===== config.mk =====
export PLATFORM = sky130hd
export DESIGN_NAME = cordic_nco_driver
export DESIGN_NICKNAME = d
export VERILOG_FILES = /design/src/rtl/cordic_pkg.sv /design/src/rtl/cordic_valid_delay.sv /design/src/rtl/cordic_nco_driver.sv
export SDC_FILE = /design/constraint.sdc
export NUM_CORES = 1
export LEC_CHECK = 0
export ABC_CLOCK_PERIOD_IN_PS = 5220
export CELL_PAD_IN_SITES_DETAIL_PLACEMENT = 2
export CELL_PAD_IN_SITES_GLOBAL_PLACEMENT = 2
export CORE_MARGIN = 1.5
export CORE_UTILIZATION = 34
export DETAILED_ROUTE_END_ITERATION = 10
export GPL_TIMING_DRIVEN = 0
export PLACE_DENSITY_LB_ADDON = 0.1
export SETUP_SLACK_MARGIN = 0.02
export SYNTH_ARGS = -nofsm -noshare
export SYNTH_HDL_FRONTEND = slang
export SYNTH_HIERARCHICAL = 1
export SYNTH_SLANG_ARGS = --single-unit

===== constraint.sdc =====
create_clock -name clock -period 5.22 [get_ports clock]
set_clock_uncertainty 0.1 [all_clocks]
set_input_delay 1.044 -clock clock [delete_from_list [all_inputs] [get_ports clock]]
set_output_delay 1.044 -clock clock [all_outputs]
set_load 0.01 [all_outputs]

===== src/rtl/cordic_pkg.sv =====
// Shared widths, latency and FSM encoding for the CORDIC NCO front end.
package cordic_pkg;
  localparam int PHASE_W    = 32;
  localparam int DATA_W     = 16;
  localparam int CORDIC_LAT = 16;
  localparam int AMP_MAX    = 19898;
  localparam logic [PHASE_W-1:0] ANG_90 = 32'h4000_0000;

  typedef enum logic [1:0] {
    IDLE  = 2'd0,
    ARMED = 2'd1,
    RUN   = 2'd2,
    DRAIN = 2'd3
  } state_e;
endpackage


===== src/rtl/cordic_valid_delay.sv =====
// Sample-tag delay line matching the rotator latency; empty covers the input tap too.
module cordic_valid_delay
  import cordic_pkg::*;
#(
  parameter int DEPTH = CORDIC_LAT
) (
  input  logic clock,
  input  logic resetn,
  input  logic vld_i,
  output logic tap_o,
  output logic empty_o
);

  logic [DEPTH-1:0] vld_q;

  always_ff @(posedge clock or negedge resetn) begin
    if (!resetn) begin
      vld_q <= '0;
    end else begin
      vld_q <= {vld_q[DEPTH-2:0], vld_i};
    end
  end

  assign tap_o   = vld_q[DEPTH-1];
  assign empty_o = ~(|vld_q) & ~vld_i;

endmodule


===== src/rtl/cordic_nco_driver.sv =====
// Phase-accumulator NCO driving a pipelined CORDIC rotator; out_valid tracks rotator latency.
module cordic_nco_driver
  import cordic_pkg::*;
(
  input  logic                      clock,
  input  logic                      resetn,
  input  logic                      cfg_valid,
  output logic                      cfg_ready,
  input  logic [PHASE_W-1:0]        cfg_freq,
  input  logic [PHASE_W-1:0]        cfg_phase,
  input  logic signed [DATA_W-1:0]  cfg_amp,
  input  logic [15:0]               cfg_count,
  input  logic                      run,
  output logic signed [DATA_W-1:0]  xin,
  output logic signed [DATA_W-1:0]  yin,
  output logic [PHASE_W-1:0]        zangle,
  output logic                      out_valid,
  output logic                      busy
);

  localparam logic signed [DATA_W-1:0] AMP_LIM = DATA_W'(AMP_MAX);

  // Keeps the rotator's first stage from overflowing after the 1.647 CORDIC gain.
  function automatic logic signed [DATA_W-1:0] clamp_amp(input logic signed [DATA_W-1:0] a);
    if (a < 0) begin
      return '0;
    end else if (a > AMP_LIM) begin
      return AMP_LIM;
    end else begin
      return a;
    end
  endfunction

  state_e                     state_q, state_d;
  logic [PHASE_W-1:0]         acc_q, acc_d;
  logic [PHASE_W-1:0]         freq_q, freq_d;
  logic signed [DATA_W-1:0]   amp_q, amp_d;
  logic [15:0]                remain_q, remain_d;
  logic                       cont_q, cont_d;
  logic [PHASE_W-1:0]         zangle_q, zangle_d;
  logic signed [DATA_W-1:0]   xin_q, xin_d;
  logic                       issue_q, issue_d;
  logic                       ready_q, busy_q;
  logic                       pipe_empty;
  logic                       vld_tap;

  always_comb begin
    state_d  = state_q;
    acc_d    = acc_q;
    freq_d   = freq_q;
    amp_d    = amp_q;
    remain_d = remain_q;
    cont_d   = cont_q;
    zangle_d = zangle_q;
    xin_d    = xin_q;
    issue_d  = 1'b0;
    case (state_q)
      IDLE: begin
        if (cfg_valid) begin
          freq_d   = cfg_freq;
          acc_d    = cfg_phase;
          remain_d = cfg_count;
          cont_d   = (cfg_count == 16'd0);
          amp_d    = clamp_amp(cfg_amp);
          state_d  = ARMED;
        end
      end
      ARMED: begin
        if (run) begin
          state_d = RUN;
        end
      end
      RUN: begin
        if (!run) begin
          state_d = DRAIN;
        end else begin
          issue_d  = 1'b1;
          zangle_d = acc_q;
          xin_d    = amp_q;
          acc_d    = acc_q + freq_q;
          if (!cont_q) begin
            remain_d = remain_q - 16'd1;
            if (remain_q == 16'd1) begin
              state_d = DRAIN;
            end
          end
        end
      end
      DRAIN: begin
        // Hold angle/amplitude so the rotator input stays quiet while tags drain.
        if (pipe_empty) begin
          state_d = IDLE;
        end
      end
      default: state_d = IDLE;
    endcase
  end

  always_ff @(posedge clock or negedge resetn) begin
    if (!resetn) begin
      state_q  <= IDLE;
      acc_q    <= '0;
      freq_q   <= '0;
      amp_q    <= '0;
      remain_q <= '0;
      cont_q   <= 1'b0;
      zangle_q <= '0;
      xin_q    <= '0;
      issue_q  <= 1'b0;
      ready_q  <= 1'b1;
      busy_q   <= 1'b0;
    end else begin
      state_q  <= state_d;
      acc_q    <= acc_d;
      freq_q   <= freq_d;
      amp_q    <= amp_d;
      remain_q <= remain_d;
      cont_q   <= cont_d;
      zangle_q <= zangle_d;
      xin_q    <= xin_d;
      issue_q  <= issue_d;
      ready_q  <= (state_d == IDLE);
      busy_q   <= (state_d != IDLE);
    end
  end

  cordic_valid_delay #(.DEPTH(CORDIC_LAT)) u_vld (
    .clock   (clock),
    .resetn  (resetn),
    .vld_i   (issue_q),
    .tap_o   (vld_tap),
    .empty_o (pipe_empty)
  );

  assign cfg_ready = ready_q;
  assign busy      = busy_q;
  assign zangle    = zangle_q;
  assign xin       = xin_q;
  assign yin       = '0;
  assign out_valid = vld_tap;

endmodule


==> impl_results.md, run 1 <==
- CTS tree: yes
- Initial Util: 34.9%
- Post-synthesis register bit count: 164
- Synthesized area: 8550 um2
- Slowest cell on the critical path: a21oi_1
- Post-synth top area cell: dfrtp_1
- Nets: 1,304
- CP peak stage delay: 0.77 ns
- Worst hold slack: 0.280 ns
- Core area: 24,500 um2
- Initial antenna violation count: 0
- Aggregate routed wire length: 30,700 um
- Core Rows: 57
- Synth area leaders: dfrtp_1 48%, nand2_1 13%, ha_1 4.8%, a21oi_1 4.6%, o21ai_0 3.5%
- Critical path buffers and inverters: 3
- Max Fclk: 0.280 GHz
- Layout cells sized above 1: 7.27%
- Slack of the critical path: 1.65 ns
- Maximum clock path buffer count: 2
- Total die area: 26,100 um2
- Largest net degree at the start of global routing: 89
- ANT nets after route: 0
- Via/cell ratio: 5.33
- Reg power frac: 30.6%
- Tcrit/Tclk final: 68.3%
- Yosys warns: 6
- Share of the synthesized area in the top cell type: 47.7%
- Syn avg cell area: 8.68 um2
- Critical-path cell list: clkdlybuf4s50_1 > nand2b_1 > a21oi_1 > clkbuf_1 > buf_2 > nor2_1 > a31oi_1
- Sequential share of the synthesized area: 48.0%
- Crit path max fanout: 10
- CP top delay family: buffers and inverters
- Max-slew violation count: 0
- Number of H-tree levels: 4
- RD Place Congestion: 0.878
- Total congestion overflow: 0
- Die Span Y: 162 um
- Synth Instances: 985
- Clock share of power: 17.4%
- Req. time, crit path: 5.47 ns
- Hold Fails Final Rpt: 0
- # resized after CTS: 0
- Drt first pass iters: 4
- Final HPWL DP: 22,600 um
- CTS sink cnt: 164
- Clock transition at path regs: 0.08 ns
- Net Sw Frac: 45.6%
- Wirelength per Cell: 20.4 um
- # IOs: 167
- Post-synth top flop: dfrtp_1
- Clk_lat worst skew: 0.44 ns
- Int Power: 4.04 mW
- Clock period minus worst slack: 3.57 ns
- Static leakage: 5.09 nW
- Pwr dens: 666 nW/um2
- First-pass GRT wire length: 48,900 um
- Chip Width: 162 um
- Worst hold path class: reg -> reg
- Ant. Diodes: 0
- Vias: 8,035
- Synth-to-layout area growth: 30.4%
- Worst slew margin: 38.6%
- DRC Markers: 0
- Setup WS pre-CTS: 1.08 ns
- Status: finished, final reports clean
- Total power: 7.43 mW
- Setup bufs post-CTS: 0
- CP Class: in -> reg
- Total net switching power: 3.39 mW
- Clock root buffer: clkbuf_16
- CP startpoint kind: input pin
- Vias in the first global route: 8,696
- Yosys cell types: 66
- Inserted Clock Buffers: 17
- Total GRT Usage: 24.3%
- Combinational Power Share: 52.0%
- Asr flop ratio synth: 100%
- Crit end category: register
- Port Buffers: 149
- Post-synth EDFFs: 0
- Final setup vio count: 0
- DRC marker count from the first detailed-route iteration: 403
- Slew @ Worst Pin: 0.922 ns
- RSZ-0062 raised after global routing: false
- Max_cap viols: 0
- CTS hold repair buffers: 0
- WP data arrival: 3.82 ns
- Worst vdd ir: 248 uV
final cells by class:
class	instances	area, um2
multi-input combinational	758	4140
buffer	69	330
timing repair buffer	150	1520
sequential	164	4110
clock buffer	17	425
fill	2738	13400
tap	324	405
clock inverter	15	180
inverter	10	37.5
flip-flops by register name, summed over array words and instances (netlist names), 2 cells and up:
name / cells
acc_q: 32
remain_q: 16
xin: 15
freq_q: 32
amp_q: 15
state_q: 2
u_vld/vld_q: 16
zangle: 32
path summary, 6_finish.rpt:
| kind | startpoint | end | slack [ns] | depth (start not counted) |
|---|---|---|---|---|
| setup reg to reg | state_q[1] | acc_q[1] | 2.19 | 7 |
| max in group asynchronous | resetn | cfg_ready | 3.69 | 2 |
| hold reg to reg | u_vld/vld_q[4] | u_vld/vld_q[5] | 0.28 | 0 |
| min in group asynchronous | resetn | remain_q[8] | 0.46 | 1 |
| hold / removal | u_vld/vld_q[4] | u_vld/vld_q[5] | 0.28 | 0 |
| setup / recovery | cfg_valid | acc_q[1] | 1.65 | 7 |
metal layers:
metal  up-vias  wire length (um)  part of all wire (%)  track usage [%]
met5         -                 0                     0                0
met4         0               376                   1.2             4.92
met3        21              1160                   3.8             3.57
met2       150             15400                    50             42.1
met1      4115             13800                    45             32.3
li1       3749                 -                     -                -
metrics by stage:
| step | cell area (um2) | std cells | TNS [ns] | util (%) |
|---|---|---|---|---|
| after floorplan | 8610 | 1001 | 0 | - |
| after global placement | 10500 | 1474 | -679.84 | 42.8 |
| after detailed placement | 10500 | 1475 | 0 | 43.0 |
| after CTS | 11100 | 1507 | 0 | 45.4 |
| after global routing | 11200 | 1507 | 0 | 45.5 |
| final | 11200 | 1507 | 0 | 45.5 |
cells by family after synthesis:
logic type,share of synthesized area [%]
adder cells (fa/ha/maj),5.06
XOR/XNOR,2.35
AND/OR/NAND/NOR,21.7
buffers and inverters,4.30
flip-flops,48.0
AO/OA/AOI/OAI,17.8
multiplexers,0.731
other,0.0438
cells in the mapped netlist (all sizes together), types with 4 or more instances:
cell,number
a211oi,7
a21o,11
a21oi,80
a22o,4
a31o,5
a31oi,11
and3,13
buf,27
clkbuf,42
dfrtp,163
ha,33
inv,10
mux2i,4
nand2,299
nand2b,4
nand3,20
nand4,4
nor2,54
nor3,11
nor4,11
o21ai,62
o221a,7
o22ai,9
o31a,4
o31ai,7
or2,4
or3,7
xnor2,9
xor2,14
layout by cell type (no fill, tap or decap), types with 6 or more instances in the layout:
master             n
a211oi_1           7
ha_1              33
nor3_1            10
o31ai_1            6
a21oi_1           79
o221a_2            7
a31oi_1           11
buf_4             17
conb_1            17
clkdlybuf4s50_1  148
o22ai_1            9
nand2_1          299
a21o_1            11
clkbuf_1          41
clkbuf_16         17
nor2_1            53
nor4_1            10
and3_1            13
or3_1              6
xnor2_1            9
o21ai_0           59
dfrtp_1          163
xor2_1            14
inv_1             10
nand3_1           20
power by group through the flow:
stage	combinational [mW]	clock, mW	sequential [mW]
after global routing	4.30	1.36	2.35
after floorplan	2.40	0	2.24
after global placement	3.68	0	2.27
after detailed placement	3.80	0	2.29
after CTS	3.89	1.32	2.28
final	3.86	1.29	2.28
Power figures use the tool's default switching activity.
==> run 2, diff against run 1 <==
- ABC_CLOCK_PERIOD_IN_PS: 5220 -> 3500
- CORE_UTILIZATION: 34 -> 31
- clock period: 5.22 -> 3.5 ns (I/O delays scaled with it)
==> run 2 against run 1 <==
  * Worst hold slack got worse by 0.091 ns
  * Global-route usage decreased by 1.4 points
  * Routed wire length grew 2.7%
  * Largest cell class unchanged
  * Die area up 9.5%
  * Clock power up 48%
  * Core utilization shrank 4.2 points
  * Largest power group unchanged
  * Final area about the same
  * Sequential cell count is the same
  * Clock-buffer cell count rose by 4
  * Power grew 49%
==> impl_results.md, run 2 (synthesis results as in run 1) <==
- Status: finished, final reports clean (unchanged)
- Most frequent cells in the layout: 299 x nand2_1, 163 x dfrtp_1, 148 x clkdlybuf4s50_1, 79 x a21oi_1, 59 x o21ai_0 (unchanged)
- Clock period minus worst slack: 3.32 ns
- Most common cell after layout, fill and taps aside: nand2_1 (unchanged)
- Maximum clock path buffer count: 2 (unchanged)
- Total power: 11.1 mW (was 7.43 mW)
- Core Rows: 60 (was 57)
- CP Class: in -> reg (unchanged)
- DRC marker count from the first detailed-route iteration: 358 (was 403)
- Worst hold slack: 0.189 ns (was 0.280 ns)
- Vias in the first global route: 8,719 (was 8,696)
- Setup TNS: 0 ns (unchanged)
- Final HPWL DP: 23,500 um (was 22,600 um)
- CP startpoint kind: input pin (unchanged)
- CTS sink cnt: 164 (unchanged)
- Total die area: 28,600 um2 (was 26,100 um2)
- Die Span Y: 169 um (was 162 um)
- Max Fclk: 0.301 GHz
- Worst vdd ir: 330 uV (was 248 uV)
- # resized after CTS: 0 (unchanged)
- Total GRT Usage: 22.9% (was 24.3%)
- Vias: 7,947 (was 8,035)
- Crit end category: register (unchanged)
- # IOs: 167 (unchanged)
- Port Buffers: 149 (unchanged)
- Layout cells sized above 1: 7.10% (was 7.27%)
- Pwr dens: 994 nW/um2 (was 666 nW/um2)
- Worst slew margin: 6.36% (was 38.6%)
- Inserted Clock Buffers: 17 (unchanged)
- Nets: 1,304 (unchanged)
- RD Place Congestion: 0.864 (was 0.878)
- Via/cell ratio: 5.21 (was 5.33)
- Static leakage: 5.09 nW (about the same)
- Number of H-tree levels: 4 (unchanged)
- Crit path max fanout: 10 (unchanged)
- Max-slew violation count: 0 (unchanged)
- CTS tree: yes (unchanged)
- Chip Width: 169 um (was 162 um)
- First-pass GRT wire length: 50,200 um (was 48,900 um)
- Hold Fails Final Rpt: 0 (unchanged)
- Fillers: 3,014 (was 2,738)
- ANT nets after route: 0 (unchanged)
- WP data arrival: 3.59 ns (was 3.82 ns)
- Ant. Diodes: 0 (unchanged)
- RSZ-0062 raised after global routing: false (unchanged)
- Initial antenna violation count: 1 (was 0)
- Wirelength per Cell: 20.7 um (was 20.4 um)
- Clk_lat worst skew: 0.43 ns (was 0.44 ns)
- Slack of the critical path: 0.176 ns (was 1.65 ns)
- Final setup vio count: 0 (unchanged)
- Clock root buffer: clkbuf_16 (unchanged)
- Slew @ Worst Pin: 1.40 ns (was 0.922 ns)
- Tcrit/Tclk final: 95.0%
- Clock transition at path regs: 0.07 ns (was 0.08 ns)
- Setup WS pre-CTS: -0.191 ns (was 1.08 ns)
- Largest net degree at the start of global routing: 92 (was 89)
- Core area: 27,000 um2 (was 24,500 um2)
- Req. time, crit path: 3.77 ns (was 5.47 ns)
- Setup bufs post-CTS: 0 (unchanged)
- Total congestion overflow: 0 (unchanged)
- Initial Util: 31.7% (was 34.9%)
- Aggregate routed wire length: 31,500 um (was 30,700 um)
- Worst hold path class: in -> async (was reg -> reg)
- Max_cap viols: 0 (unchanged)
- Synth-to-layout area growth: 30.3% (was 30.4%)
- DRC Markers: 0 (unchanged)
- CTS hold repair buffers: 0 (unchanged)
- Drt first pass iters: 4 (unchanged)
==> run 2: area by class of cell <==
cell class,count,area [um2],area share [%]
multi-input combinational,758,4140,37.1
sequential,164,4110,36.8
tap,341,427,3.83
clock inverter,11,115,1.03
clock buffer,21,470,4.22
inverter,10,37.5,0.337
buffer,69,330,2.96
timing repair buffer,150,1520,13.7
==> run 2: worst max-delay path, stage by stage <==
cell	delay (ns)
clkdlybuf4s50_1	0.50
nand2b_1	0.12
nor2_1	1.06
o21ai_1	0.56
nor2_1	0.45
a22o_1	0.19
==> run 2: stage by stage <==
| stage | utilization (%) | area [um2] | cells |
|---|---|---|---|
| floorplan | - | 8610 | 1001 |
| detailed placement | 39.1 | 10600 | 1492 |
| global route | 41.3 | 11200 | 1524 |
| global placement | 39.0 | 10500 | 1491 |
| CTS | 41.3 | 11200 | 1524 |
| finish | 41.3 | 11200 | 1524 |
==> run 2: final timing paths <==
kind,start,end,slack [ns],cells past startpoint
max,cfg_valid,amp_q[6],0.18,6
min,resetn,remain_q[3],0.19,1
max reg2reg,state_q[1],amp_q[6],0.34,6
min reg2reg,u_vld/vld_q[4],u_vld/vld_q[5],0.28,0
max in group asynchronous,resetn,freq_q[17],2.23,2
min in group clock,u_vld/vld_q[4],u_vld/vld_q[5],0.28,0
==> run 2: where the power goes <==
part / total (mW) / internal, mW / leakage, nW / switching, mW
logic: 5.78 / 2.31 / 2.78 / 3.47
registers: 3.40 / 2.75 / 2.02 / 0.649
clock network: 1.91 / 1.05 / 0.287 / 0.852
==> run 2: layer usage <==
| layer | vias to the layer above | GRT usage, % | share of wire [%] |
|---|---|---|---|
| li1 | 3748 | - | - |
| met1 | 4016 | 31.6 | 47 |
| met2 | 153 | 38.4 | 48 |
| met3 | 28 | 3.20 | 3.4 |
| met4 | 2 | 4.92 | 1.0 |
| met5 | - | 0 | 0.038 |
==> run 3, diff against run 2 <==
- HOLD_SLACK_MARGIN: default -> 0.06
==> results of run 3 <==
No change in the layout: final DEF, timing and power equal those of run 2.
